[src/rtl/apb_pkg.sv]
// Shared APB definitions: bus widths, wait-counter width and the completer FSM encoding.
// Used by both the master and the completer side of the bus.
package apb_pkg;

  localparam int APB_AW = 8;
  localparam int APB_DW = 8;
  localparam int CNT_W  = 4;

  typedef enum logic [1:0] {
    IDLE   = 2'b00,
    SETUP  = 2'b01,
    ACCESS = 2'b10
  } apb_state_e;

endpackage

[src/rtl/apb_reg_array.sv]
// DEPTH x 8-bit register storage: async clear, one synchronous write port, one combinational read port.
module apb_reg_array
  import apb_pkg::*;
#(
  parameter int DEPTH = 16
) (
  input  logic              clk_i,
  input  logic              rst_ni,
  input  logic              we_i,
  input  logic [APB_AW-1:0] waddr_i,
  input  logic [APB_DW-1:0] wdata_i,
  input  logic [APB_AW-1:0] raddr_i,
  output logic [APB_DW-1:0] rdata_o
);

  logic [APB_DW-1:0] mem_q [DEPTH];

  // Full-address compare per entry, so addresses beyond DEPTH never alias onto a register.
  always_ff @(posedge clk_i or negedge rst_ni) begin
    if (!rst_ni) begin
      for (int i = 0; i < DEPTH; i++) mem_q[i] <= '0;
    end else if (we_i) begin
      for (int i = 0; i < DEPTH; i++) begin
        if (waddr_i == APB_AW'(i)) mem_q[i] <= wdata_i;
      end
    end
  end

  always_comb begin
    rdata_o = '0;
    for (int i = 0; i < DEPTH; i++) begin
      if (raddr_i == APB_AW'(i)) rdata_o = mem_q[i];
    end
  end

endmodule

[src/rtl/apb_slave_regfile.sv]
// APB completer with DEPTH 8-bit registers, programmable wait states and out-of-range error response.
// SETUP/ACCESS mean "a setup has been captured"; pready is decoded from registered state and counter.
module apb_slave_regfile
  import apb_pkg::*;
#(
  parameter int DEPTH       = 16,
  parameter int WAIT_STATES = 0
) (
  input  logic              pclk,
  input  logic              prst,
  input  logic              psel,
  input  logic              penable,
  input  logic              pwrite,
  input  logic [APB_AW-1:0] paddr,
  input  logic [APB_DW-1:0] pwdata,
  output logic [APB_DW-1:0] prdata,
  output logic              pready,
  output logic              pslverr
);

  if (DEPTH < 1 || DEPTH > 256) begin : g_bad_depth
    $error("apb_slave_regfile: DEPTH must be in 1..256");
  end
  if (WAIT_STATES < 0 || WAIT_STATES > 15) begin : g_bad_wait
    $error("apb_slave_regfile: WAIT_STATES must be in 0..15");
  end

  localparam int                 AWP      = APB_AW + 1;
  localparam logic [CNT_W-1:0]  WAIT_CNT = CNT_W'(WAIT_STATES);
  localparam logic [APB_AW:0]   DEPTH_L  = AWP'(DEPTH);

  apb_state_e        state_q;
  logic [CNT_W-1:0]  cnt_q;
  logic [APB_AW-1:0] addr_q;
  logic              wr_q;
  logic [APB_DW-1:0] wdata_q;

  logic              busy;
  logic              ready;
  logic              in_range;
  logic              capture;
  logic              access;
  logic              we;
  logic [APB_DW-1:0] rdata;

  assign busy     = (state_q == SETUP) || (state_q == ACCESS);
  assign ready    = busy && (cnt_q == '0);
  assign in_range = {1'b0, addr_q} < DEPTH_L;
  assign capture  = ((state_q == IDLE) || (state_q == SETUP)) && psel && !penable;
  assign access   = psel && penable;
  assign we       = ready && access && wr_q && in_range;

  always_ff @(posedge pclk or negedge prst) begin
    if (!prst) begin
      state_q <= IDLE;
      cnt_q   <= '0;
      addr_q  <= '0;
      wr_q    <= 1'b0;
      wdata_q <= '0;
    end else begin
      if (capture) begin
        addr_q  <= paddr;
        wr_q    <= pwrite;
        wdata_q <= pwdata;
        cnt_q   <= WAIT_CNT;
      end else if (busy && access && (cnt_q != '0)) begin
        cnt_q <= cnt_q - CNT_W'(1);
      end

      // Completion returns to IDLE; a back-to-back setup on the next cycle is captured from there.
      case (state_q)
        IDLE: begin
          if (capture) state_q <= SETUP;
        end
        SETUP: begin
          if (!psel)        state_q <= IDLE;
          else if (penable) state_q <= (cnt_q == '0) ? IDLE : ACCESS;
        end
        ACCESS: begin
          if (!access || (cnt_q == '0)) state_q <= IDLE;
        end
        default: state_q <= IDLE;
      endcase
    end
  end

  apb_reg_array #(
    .DEPTH (DEPTH)
  ) u_regs (
    .clk_i   (pclk),
    .rst_ni  (prst),
    .we_i    (we),
    .waddr_i (addr_q),
    .wdata_i (wdata_q),
    .raddr_i (addr_q),
    .rdata_o (rdata)
  );

  assign pready  = ready;
  assign pslverr = ready && !in_range;
  assign prdata  = (ready && !wr_q && in_range) ? rdata : '0;

endmodule

[config.mk]
export PLATFORM = sky130hd
export DESIGN_NAME = apb_slave_regfile
export DESIGN_NICKNAME = d
export VERILOG_FILES = /design/src/rtl/apb_pkg.sv /design/src/rtl/apb_reg_array.sv /design/src/rtl/apb_slave_regfile.sv
export SDC_FILE = /design/constraint.sdc
export NUM_CORES = 1
export LEC_CHECK = 0
export BUFFER_PORTS_ARGS = -buffer_cell sky130_fd_sc_hd__buf_2
export CAP_MARGIN = 20
export CORE_MARGIN = 2
export CORE_UTILIZATION = 58
export CTS_BUF_LIST = sky130_fd_sc_hd__clkbuf_2 sky130_fd_sc_hd__clkbuf_4 sky130_fd_sc_hd__clkbuf_8
export DETAILED_ROUTE_END_ITERATION = 12
export PLACE_DENSITY_LB_ADDON = 0.1
export RECOVER_POWER = 50
export SLEW_MARGIN = 30
export SYNTH_ARGS = -nofsm -noshare
export SYNTH_HDL_FRONTEND = slang
export SYNTH_SLANG_ARGS = --single-unit
[constraint.sdc]
create_clock -name pclk -period 2.32 [get_ports pclk]
set_input_delay 0 -clock pclk [delete_from_list [all_inputs] [get_ports pclk]]
set_output_delay 0 -clock pclk [all_outputs]
set_load 0.005 [all_outputs]
; Word level (Yosys, flattened, before mapping)
; Cells that the tools add are included.
[totals]
n_memories = 0
reg_bits = 151
romBits = 0
ramBits = 0
word_cells = 109
latch_bits = 0
[classes]
magnitude_cmp = 1
n_bitwise = 0
shifts = 0
eq_ne = 20
addsub = 1
mul = 0
mux = 25
n_div = 0
reduce_logical = 41
[op_table]
columns = op, n
row1 = 8-bit 2-to-1 mux, 17
row2 = 8-bit by 4-bit equality test with 1-bit output (second input constant), 8
row3 = 8-bit by 3-bit equality test with 1-bit output (second input constant), 4
row4 = 2-bit AND reduction, 16
row5 = 8-bit by 2-bit equality test with 1-bit output (second input constant), 2
row6 = 1-bit logical AND, 12
row7 = 2-bit 2-to-1 mux, 5
row8 = 8-bit by 1-bit equality test with 1-bit output (second input constant), 1
row9 = 8-bit logical NOT, 1
row10 = 8-bit by 5-bit < comparator with 1-bit output (second input constant), 1
row11 = 4-bit 2-to-1 mux, 2
row12 = 2-bit one-hot mux with 3 select lines, 1
row13 = 1-bit logical NOT, 4
row14 = 4-bit logical NOT, 1
row15 = 4-bit nonzero test, 1
row16 = 4-bit by 1-bit subtractor with 4-bit output (second input constant), 1
row17 = 1-bit logical OR, 3
row18 = 3-bit != test (second input constant), 1
row19 = 3-bit AND reduction, 1
row20 = 2-bit by 1-bit equality test with 1-bit output (second input constant), 1
row21 = 2-bit equality test (second input constant), 1
row22 = 2-bit logical NOT, 1
row23 = 2-bit by 1-bit != test with 1-bit output (second input constant), 1
row24 = 2-bit != test (second input constant), 1
row25 = 2-bit nonzero test, 1

; Longest topological paths before layout
; Gate-level depths: netlist (run 1).
[logic_depth]
ltp_word = 18
ltp_mapped = 8

; By module
; A second synthesis (run 1) with hierarchy kept.
[unflattened]
hier_cells = 589
area_unflattened_um2 = 7422.1
[modules_own_cells]
columns = module, cells_per_inst, seq_area_each_um2, area_each_um2, instances
row1 = apb_reg_array, 496, 3203.1, 6274.8, 1
row2 = apb_slave_regfile, 93, 575.6, 1147.4, 1

; Worst setup path after synthesis (run 1)
; OpenSTA, ideal clock, no wires.
[synth_path]
path_type = register to register
start = register addr_q[5]
end = register u_regs.mem_q[24] (netlist name)
synth_period_minus_slack_ns = 2.388
setup_slack_ns = -0.068
t_arrival_ns = 2.263
setup_time_ns = 0.125
required_ns = 2.195
n_path_buf = 2
path_stages_with_launch = 7
cell_sequence = dfrtp_1 -> or4_1 -> buf_2 -> or3_1 -> buf_4 -> nor4_4 -> mux2_2
[synth_between]
elab_chain_cells = 3
word_cells_on_any_way = 4
cone_classes = order compare: 1 / eq/ne: 1 / reduce/logical: 2
[synth_lines]
columns = item, line_no
row1 = from (decl), apb_slave_regfile.sv:34  ; logic [APB_AW-1:0] addr_q;
row2 = from (signal assigned), apb_slave_regfile.sv:62  ; addr_q <= paddr;
row3 = 8-bit by 5-bit < comparator with 1-bit output, apb_slave_regfile.sv:48  ; assign in_range = {1'b0, addr_q} < DEPTH_L;
row4 = 1-bit logical AND, apb_slave_regfile.sv:51  ; assign we = ready && access && wr_q && in_range;
row5 = 2-bit AND reduction (no source line) (*), n/a
row6 = "to (signal, indexed assignment)", apb_reg_array.sv:24  ; if (waddr_i == APB_AW'(i)) mem_q[i] <= wdata_i;
row7 = to (decl), apb_reg_array.sv:16  ; logic [APB_DW-1:0] mem_q [DEPTH];
; Every way passes the cells marked *; elsewhere a longest branch is shown, timed or not.
; A chain may end at the register's enable or synchronous reset.

; Worst setup path in the final report (run 1)
[layout_path]
start = register addr_q[1]
end = output prdata[1]
[layout_between]
elab_chain_cells = 18
word_cells_on_any_way = 35
cone_classes = order compare: 1 / eq/ne: 15 / mux: 17 / reduce/logical: 2
[layout_lines]
columns = item, line_no
row1 = 8-bit logical NOT, apb_reg_array.sv:32  ; if (raddr_i == APB_AW'(i)) rdata_o = mem_q[i];
row2 = 8-bit 2-to-1 mux (16 in series), apb_reg_array.sv:32
row3 = 8-bit 2-to-1 mux (*), apb_slave_regfile.sv:101  ; assign prdata = (ready && !wr_q && in_range) ? rdata : '0;
row4 = to (decl), apb_slave_regfile.sv:16  ; output logic [APB_DW-1:0] prdata,
; Marks and branches as above.

==> summary.md, run 1 <==
| Metric | Value |
|---|---|
| Most frequent cells in the layout | `dfrtp_1, mux2_2, buf_4` |
| Final Hold Vio Count | `0` |
| Core area | `between 10000 and 15000 um^2` |
| Clk sinks | `151` |
| Placed cells | `809` |
| Syn_nets | `610` |
| Failing checks | `capacitance limit, slew limit, setup timing` |
| Worst R2R End | `u_regs.mem_q[9]$_DFFE_PN0P_` |
| F_max | `396 MHz` |
| Final worst setup slack | `-0.203 ns` |
| First-pass GRT wire length | `30600 um` |
| Final Cycle Share | `109%` |
| DP Area | `around 8000 um^2` |
| Peak fanout along the critical path | `7` |
| GP Congestion | `0.973` |
| Fraction of layout cells with a size suffix above 1 | `about half` |
| Clock Latency Late Sink | `between 0.4 and 0.5 ns` |
| Pins over their slew limit | `59` |
| # setup viols final | `55` |
| Max Clock Skew | `0.0101 ns` |
| Synth area leaders | `dfrtp_1, mux2_2, mux4_2` |
| Unique masters post-synth | `54` |
| Mapped cell area | `7240 um^2` |
| Buffers added on ports | `30` |
| Routed wl met3 | `1460 um` |
| First-pass DRT Iterations | `5` |
| Seq/Total Area, Yosys | `about 52%` |
| R2R Path Start | `addr_q[4]$_DFFE_PN0P_` |
| Initial antenna violation count | `0` |
| Worst reg2reg path depth | `7` |
| DRC | `0` |
| Syn_area_per_cell | `roughly 12 um^2` |
| Wirelength, routed | `between 20000 and 25000 um` |
| H-tree Lvls | `4` |
| 1st-iter DRT viols | `573` |
| Pwr/cell area | `862 nW/um^2` |
| Vias | `5475` |
| FP Rows | `40` |
| Relative slew slack | `-1.87%` |
| Final Cell Area | `9220 um^2` |
| Unrepaired setup endpoints after global routing | `true` |
| Lkg Pwr | `4.36 nW` |
| Reg2reg setup slack | `-0.10 ns` |
| Synth top area share | `52.2%` |
| Yosys reg bits | `151` |
| Peak supply drop | `approximately 0.0007 V` |
| CTS tree | `built` |
| Max-Cap Viols | `1` |
| Leading area contributor after synthesis | `dfrtp_1` |
| Worst hold path class | `in -> reg` |
| Die Y-Extent | `roughly 120 um` |
| Worst EP arrival | `2.52 ns` |
| Die area | `about 13000 um^2` |
| Ys async rst share | `100%` |
| Largest net degree at the start of global routing | `70` |
| Top Ports | `31` |
| YS warnings | `0` |
| Antenna-violating nets left | `0` |
| Worst-Margin Slew | `approximately 1.5 ns` |
| Finished Layout Cells | `around 890` |
| Clock Tree Buf Depth | `2` |
| Dpl hpwl | `12500 um` |
| Post-synth EDFFs | `0` |
| Final Util | `76.1%` |
| Crit path from | `addr_q[1]$_DFFE_PN0P_` |
| Post-synth top flop | `dfrtp_1` |
| Startpoint Class | `flip-flop` |
| Reg clk slew, reported paths | `~0.080 ns` |
| Total track usage | `between 30 and 40%` |
| Crit path capture | `prdata[1]` |
| CP endpoint kind | `primary output` |
| Post-Route M1 WL | `8040 um` |
| WL met2 | `approximately 10000 um` |
| Die Wd | `about 120 um` |
| ANT cells | `0` |
| Total power draw | `7.94 mW` |
| Min Clock Period, post-route | `2.52 ns` |
| Top sig layer | `met4` |
| CTS root buf | `clkbuf_8` |
| Starting Density | `59.8%` |
| Vias/cell | `roughly 6.2` |
| DR WL/cell | `22.7 um` |
| Final nets | `734` |
| Vias in the first global route | `~5.5k` |
| Post-Synthesis Cells | `584` |
| Grt ovf | `0` |
| Area Overhead vs Synth | `27.2%` |
| CTS Buf Count | `17` |
| Crit Path Class | `reg -> out` |
| Commonest non-fill, non-tap cell in the layout | `dfrtp_1` |
| WP data required | `between 2 and 2.5 ns` |
| Outcome | `finished, violations left` |
[area by class of cell]
cell class | instances | area, um^2
clock buffer | 20 | 269
fill | 766 | 2900
inverter | 10 | 41.3
multi-input combinational | 389 | 3610
tap | 168 | 210
timing repair buffer | 139 | 1120
sequential | 151 | 3790
clock inverter | 12 | 175
[what timing repair did]
action                     4_1_cts  5_1_grt
gates resized for setup         50       43
hold endpoints to repair        77        0
buffers inserted                 9       20
hold buffers                    20        0
gates cloned                     0        0
pin swaps                       16       15
setup endpoints to repair       46       97
[worst max-delay path, stage by stage (launching register included)]
cell and delay, ns:
dfrtp_4 0.50, buf_12 0.15, buf_4 0.14, buf_4 0.15, nor2b_1 0.12, o21ai_0 0.26
o2111ai_2 0.20, o221ai_4 0.11, a22oi_2 0.12, o22ai_1 0.16, buf_2 0.14
[state kept, by name, indices dropped and copies added (netlist names)]
| name | cells |
|---|---|
| addr_q | 8 |
| u_regs.mem_q | 128 |
| cnt_q | 4 |
| wdata_q | 8 |
| state_q | 2 |
| wr_q | 1 |
[per-stage QoR]
| step | hold slack, ns | TNS, ns | setup WS, ns |
|---|---|---|---|
| finish | 0.300 | -3.22 | -0.203 |
| floorplan | -0.296 | -0.639 | -0.0679 |
| global route | 0.296 | -5.71 | -0.283 |
| global placement | 0.00497 | -0.304 | -0.0244 |
| CTS | 0.0775 | -2.32 | -0.154 |
| detailed placement | 0.0124 | -0.597 | -0.0490 |
[worst min path at each step]
stage | slack (ns) | from | cells past startpoint | endpoint
floorplan | -0.30 | prst | 0 | addr_q[0]$_DFFE_PN0P_
global placement | 0.005 | prst | 1 | cnt_q[2]$_DFFE_PN0P_
detailed placement | 0.01 | prst | 1 | state_q[0]$_DFFE_PN0P_
CTS | 0.08 | prst | 2 | cnt_q[2]$_DFFE_PN0P_
global route | 0.30 | pwdata[3] | 3 | wdata_q[3]$_DFFE_PN0P_
finish | 0.30 | pwdata[4] | 3 | wdata_q[4]$_DFFE_PN0P_
[cells by family (layout without fill, tap and decap cells)]
family	after synthesis	after routing	share of synthesized area, %
mux	168	168	27.1
flops	151	151	52.2
simple gates	118	118	8.69
compound gates	96	96	8.53
buf+inv	44	181	2.40
fa+ha+maj	5	5	0.864
xor+xnor	2	2	0.242
[synthesized netlist by cell type, types with 5 or more instances]
cell type and number:
o22ai_1 7, a31oi_1 5, nor3_1 7, mux2i_1 14
nand3_1 10, mux4_2 8, o21ai_0 24, nor2b_1 5
nand2_1 43, dfrtp_1 151, ha_1 5, inv_1 9
clkbuf_1 24, nor2_1 21, buf_1 5, a21oi_1 25
mux2_2 142
[where the power goes]
group | switching, mW | internal, mW | leakage, nW
combinational | 1.32 | 1.06 | 2.08
sequential | 0.544 | 2.78 | 2.06
clock | 0.998 | 1.24 | 0.218
total | 2.86 | 5.08 | 4.36
[per-layer routing]
layer	global-route usage, %	vias up
met5	0	-
met4	13.6	0
met3	8.47	64
met2	48.8	249
met1	40.7	2772
li1	-	2390
No activity file was read; power rests on OpenSTA's default activity.
==> run 2, diff against run 1 <==
--- a/config.mk
+++ b/config.mk
@@ -13,6 +13,7 @@
 export DETAILED_ROUTE_END_ITERATION = 12
 export PLACE_DENSITY_LB_ADDON = 0.1
 export RECOVER_POWER = 50
+export REMOVE_ABC_BUFFERS = 1
 export SLEW_MARGIN = 30
 export SYNTH_ARGS = -nofsm -noshare
 export SYNTH_HDL_FRONTEND = slang
==> run 2 against run 1 <==
  * The flow still finishes with violations (capacitance limit, slew limit, setup timing)
  * Highest routed layer unchanged
  * Largest cell class unchanged
  * Design area down 1.7%
  * Die area unchanged
  * Non-clock buffer count down 22
  * Clock skew up 0.0038 ns
  * Combinational power down 11%
  * Count of clock-buffer cells in the layout unchanged
  * Core utilization down 1.3 points
  * Critical path depth down 2
  * Worst hold slack better by 0.0082 ns
  * Setup slack worse by 0.014 ns
==> summary.md, run 2 (synthesized netlist as in run 1, its figures left out) <==
| Metric | Value |
|---|---|
| Peak fanout along the critical path | `7` |
| H-tree Lvls | `4` |
| Buffers added on ports | `30` |
| Core area | `approximately 12000 um^2` |
| Final worst setup slack | `-0.217 ns` |
| ANT cells | `0` |
| Max-Cap Viols | `1` |
| Clock Tree Buf Depth | `2` |
| DRC | `0` |
| Antenna-violating nets left | `0` |
| Worst hold path class | `in -> reg` |
| Relative slew slack | `-17.0%` |
| Final Cycle Share | `109%` |
| WP data required | `2.32 ns` |
| Startpoint Class | `flip-flop` |
| Vias/cell | `slightly above 6` |
| CTS root buf | `clkbuf_8` |
| Lkg Pwr | `4.32 nW` |
| FP Rows | `40` |
| Final nets | `roughly 710` |
| First-pass GRT wire length | `30800 um` |
| Crit Path Class | `reg -> out` |
| Clk sinks | `151` |
| Min Clock Period, post-route | `2.54 ns` |
| Reg with most FFs | `u_regs.mem_q` |
| Fraction of layout cells with a size suffix above 1 | `46.7%` |
| Largest net degree at the start of global routing | `70` |
| Failing checks | `capacitance limit, slew limit, setup timing` |
| Total track usage | `31.5%` |
| Wirelength, routed | `19900 um` |
| Pins over their slew limit | `70` |
| Reg clk slew, reported paths | `approximately 0.08 ns` |
| GP Congestion | `0.897` |
| Largest regs | `u_regs.mem_q: 128 flops, addr_q: 8 flops, wdata_q: 8 flops` |
| Die Y-Extent | `roughly 120 um` |
| F_max | `394 MHz` |
| CTS tree | `built` |
| Fin Hold WS | `0.309 ns` |
| Die Wd | `116 um` |
| Worst-Margin Slew | `1.76 ns` |
| Vias | `5364` |
| Grt ovf | `0` |
| DP Area | `between 7000 and 8000 um^2` |
| Vias in the first global route | `5525` |
| # setup viols final | `71` |
| DR WL/cell | `23.0 um` |
| Commonest non-fill, non-tap cell in the layout | `dfrtp_1` |
| Pwr/cell area | `826 nW/um^2` |
| Max Clock Skew | `0.0139 ns` |
| Dpl hpwl | `12500 um` |
| CP endpoint kind | `primary output` |
| Final Cell Area | `a little over 9000 um^2` |
| Peak supply drop | `0.000558 V` |
| Starting Density | `roughly three fifths` |
| Max reg flops | `128` |
| Unrepaired setup endpoints after global routing | `true` |
| Worst EP arrival | `around 2.5 ns` |
| Clock Latency Late Sink | `approximately 0.46 ns` |
| 1st-iter DRT viols | `468` |
| First-pass DRT Iterations | `5` |
| Top Ports | `31` |
| Outcome | `finished, violations left` |
| Most frequent cells in the layout | `dfrtp_1, mux2_2, buf_4` |
| CTS Buf Count | `17` |
| Die area | `about 13000 um^2` |
| Area Overhead vs Synth | `25.1%` |
| Final Hold Vio Count | `0` |
| Initial antenna violation count | `0` |
==> run 2: metrics by stage <==
step / TNS [ns] / util (%) / power [mW] / setup WS (ns) / instances
2_1_floorplan: -57.59 / - / 4.05 / -0.567 / 550
3_3_place_gp: -1.34 / 65.5 / 5.01 / -0.0619 / 800
3_5_place_dp: -2.47 / 65.5 / 5.05 / -0.0969 / 800
4_1_cts: -2.22 / 73.9 / 7.36 / -0.205 / 863
5_1_grt: -14.22 / 74.8 / 7.76 / -0.272 / 866
6_report: -3.46 / 74.8 / 7.48 / -0.217 / 866
==> run 2: area by class of cell <==
| class | count | area (um^2) |
|---|---|---|
| Clock buffer | 20 | 275 |
| Clock inverter | 11 | 124 |
| Fill cell | 816 | 3050 |
| Inverter | 10 | 37.5 |
| Multi-Input combinational cell | 389 | 3620 |
| Sequential cell | 151 | 3790 |
| Tap cell | 168 | 210 |
| Timing Repair Buffer | 117 | 1000 |
==> run 2: worst max-delay path: stages, from the launching register on <==
cell	delay, ns
dfrtp_1	0.43
or4_4	0.56
buf_8	0.17
nor2_4	0.13
nand2_4	0.12
o21ai_4	0.17
o311ai_4	0.12
a21oi_2	0.23
buf_2	0.15
==> run 2: routing by layer <==
metal | vias up | GRT usage [%] | share of wire, %
met2 | 224 | 47.9 | 46
met5 | - | 0 | 0
met4 | 0 | 14.8 | 3.4
met3 | 50 | 7.27 | 6.4
li1 | 2348 | - | -
met1 | 2742 | 43.3 | 44
==> run 2: worst paths after layout <==
path                                              start                            end  slack, ns  cells after the start
setup / recovery                  addr_q[5]$_DFFE_PN0P_                      prdata[4]      -0.22                      8
hold / removal                                 paddr[6]          addr_q[6]$_DFFE_PN0P_       0.31                      3
setup reg to reg                  addr_q[5]$_DFFE_PN0P_  u_regs.mem_q[101]$_DFFE_PN0P_      -0.07                      8
max in group asynchronous                          prst          addr_q[1]$_DFFE_PN0P_       0.24                      3
min in group asynchronous                          prst           cnt_q[0]$_DFFE_PN0P_       0.52                      2
hold reg to reg            u_regs.mem_q[84]$_DFFE_PN0P_   u_regs.mem_q[84]$_DFFE_PN0P_       0.50                      1
==> run 2: power by group <==
group          switching (mW)  internal, mW
registers               0.560          2.78
clock network           0.987          1.03
logic                    1.22         0.902
total                    2.77          4.71
==> run 2: timing repair <==
item / in CTS / in global routing
endpoints found under the hold margin: 85 / 0
pin swaps: 16 / 10
endpoints found under the setup margin: 59 / 128
buffers inserted: 12 / 3
gates cloned: 0 / 0
hold buffers: 20 / 0
gates resized for setup: 76 / 23
==> run 3, diff against run 2 <==
--- a/config.mk
+++ b/config.mk
@@ -7,6 +7,7 @@
 export LEC_CHECK = 0
 export BUFFER_PORTS_ARGS = -buffer_cell sky130_fd_sc_hd__buf_2
 export CAP_MARGIN = 20
+export CORE_ASPECT_RATIO = 1.25
 export CORE_MARGIN = 2
 export CORE_UTILIZATION = 58
 export CTS_BUF_LIST = sky130_fd_sc_hd__clkbuf_2 sky130_fd_sc_hd__clkbuf_4 sky130_fd_sc_hd__clkbuf_8
==> run 3 against run 2 <==
  * The flow finishes with violations (setup timing)
  * Design area up 1.7%
  * Critical path depth is the same
  * Die area about the same
  * Largest cell class unchanged
  * Largest power group unchanged
  * Worst hold slack worse by 0.24 ns
==> summary.md, run 3 (synthesized netlist as in run 1, its figures left out) <==
| Metric | Value |
|---|---|
| Outcome | `finished, violations left` |
| Failing checks | `setup timing` |
| Vias | `5467` |
| DP Area | `a little over 8000 um^2` |
| Clock Latency Late Sink | `0.46 ns` |
| Wirelength, routed | `between 15000 and 20000 um` |
| Reg with most FFs | `u_regs.mem_q` |
| Worst hold path class | `in -> reg` |
| Max Clock Skew | `0.0107 ns` |
| Worst EP arrival | `2.53 ns` |
| Final Hold Vio Count | `0` |
| Final nets | `731` |
| R2R Path Start | `addr_q[7]$_DFFE_PN0P_` |
| F_max | `395 MHz` |
| Pwr/cell area | `866 nW/um^2` |
| Hold_sp | `penable` |
| Clk sinks | `151` |
| Vias in the first global route | `5678` |
| Core area | `12200 um^2` |
| Die Y-Extent | `~130 um` |
| Buffers added on ports | `30` |
| H-tree Lvls | `4` |
| ANT cells | `0` |
| CTS Buf Count | `17` |
| Worst reg2reg path depth | `6` |
| Pins over their slew limit | `0` |
| Fraction of layout cells with a size suffix above 1 | `roughly half` |
| Total track usage | `31.5%` |
| Max-Cap Viols | `0` |
| Hold EP | `cnt_q[0]$_DFFE_PN0P_` |
| Largest net degree at the start of global routing | `51` |
| Worst hold path depth | `3` |
| Clock Tree Buf Depth | `2` |
| Peak supply drop | `around 0.00051 V` |
| Pre-CTS setup slack | `-0.0205 ns` |
| # setup viols final | `17` |
| WP data required | `2.32 ns` |
| Starting Density | `59.6%` |
| Dpl hpwl | `12900 um` |
| CP endpoint kind | `primary output` |
| FP Rows | `45` |
| Startpoint Class | `flip-flop` |
| Largest regs | `u_regs.mem_q: 128 flops, addr_q: 8 flops, wdata_q: 8 flops` |
| Grt ovf | `0` |
| CTS tree | `built` |
| Die Wd | `104 um` |
| Sequential cell area | `3790 um^2` |
| 1st-iter DRT viols | `~500` |
| First-pass GRT wire length | `31600 um` |
| Commonest non-fill, non-tap cell in the layout | `dfrtp_1` |
| Antenna-violating nets left | `0` |
| Peak fanout along the critical path | `8` |
| Final worst setup slack | `-0.213 ns` |
| Multi-input logic area | `3600 um^2` |
| Placed cells | `810` |
| Lkg Pwr | `4.44 nW` |
| Crit Path Class | `reg -> out` |
| Final Cycle Share | `109%` |
| CTS root buf | `clkbuf_8` |
| Area Overhead vs Synth | `27.3%` |
| Filler instances | `between 700 and 800` |
| Top Ports | `31` |
| Relative slew slack | `24.2%` |
| Worst R2R End | `u_regs.mem_q[31]$_DFFE_PN0P_` |
| GP Congestion | `0.925` |
| Die area | `13400 um^2` |
| First-pass DRT Iterations | `5` |
| DR WL/cell | `roughly 23 um` |
| Initial antenna violation count | `0` |
| Fin Hold WS | `roughly 0.064 ns` |
| Most frequent cells in the layout | `dfrtp_1, mux2_2, buf_4` |
| Reg clk slew, reported paths | `0.08 ns` |
| Min Clock Period, post-route | `2.53 ns` |
| Vias/cell | `6.21` |
| Max reg flops | `128` |
| Final Cell Area | `9220 um^2` |
| Finished Layout Cells | `880` |
| Reg2reg setup slack | `-0.02 ns` |
| Unrepaired setup endpoints after global routing | `true` |
| Worst-Margin Slew | `1.14 ns` |
| DRC | `0` |
[run 3: changes by cell type in the layout (fill, tap and decap cells not counted), sizes merged]
cell / before / now
clkinv: 6 / 4
clkbuf: 22 / 26
bufinv: 2 / 4
clkinvlp: 3 / 1
inv: 10 / 9
buf: 95 / 112
[run 3: through the flow]
step / total power, mW / setup TNS [ns] / utilization, %
6_report: 7.98 / -1.27 / 75.8
5_1_grt: 8.30 / -3.70 / 75.8
4_1_cts: 7.62 / -1.50 / 73.8
3_5_place_dp: 5.18 / -0.0611 / 66.3
3_3_place_gp: 5.15 / -0.0469 / 66.3
2_1_floorplan: 4.05 / -57.59 / -
[run 3: worst max-delay path by stage]
stage	end	depth (start not counted)	start
global route	prdata[2]	8	addr_q[1]$_DFFE_PN0P_
finish	prdata[2]	8	addr_q[1]$_DFFE_PN0P_
global placement	u_regs.mem_q[52]$_DFFE_PN0P_	6	addr_q[5]$_DFFE_PN0P_
CTS	prdata[3]	8	addr_q[4]$_DFFE_PN0P_
floorplan	u_regs.mem_q[0]$_DFFE_PN0P_	3	addr_q[1]$_DFFE_PN0P_
detailed placement	u_regs.mem_q[51]$_DFFE_PN0P_	6	addr_q[5]$_DFFE_PN0P_
[run 3: repair_timing]
item                                    CTS  global route
hold buffers                             20             0
hold endpoints to repair                170             0
buffers inserted                          6            14
pin swaps                                15            15
gates resized for setup                  54            38
endpoints found under the setup margin   46            96
gates cloned                              0             1
[run 3: critical path, cell delays in order, from the launching register on]
cell,delay (ns)
dfrtp_4,0.53
buf_8,0.16
nor2b_4,0.13
and2_4,0.14
a222oi_1,0.53
nor2_1,0.15
a21oi_2,0.19
a21oi_2,0.11
buf_2,0.14
[run 3: power by group]
group          leakage (nW)  switching (mW)  internal (mW)
registers              2.06           0.558           2.78
logic                  2.15            1.31           1.12
clock network         0.222           0.953           1.27
[run 3: final cells by class]
class,count,area share (%)
multi-input cells,389,39.1
well taps,164,2.23
clock buffers,22,3.15
inverters,10,0.407
clock inverters,8,1.59
repair buffers,136,12.5
flip-flops and latches,151,41.1
[run 3: metal layers]
layer	share of wire (%)	GRT usage, %	up-vias
met1	41	40.8	2808
met5	0	0	-
met3	5.4	5.32	60
li1	-	-	2396
met4	4.2	14.9	0
met2	49	52.3	203
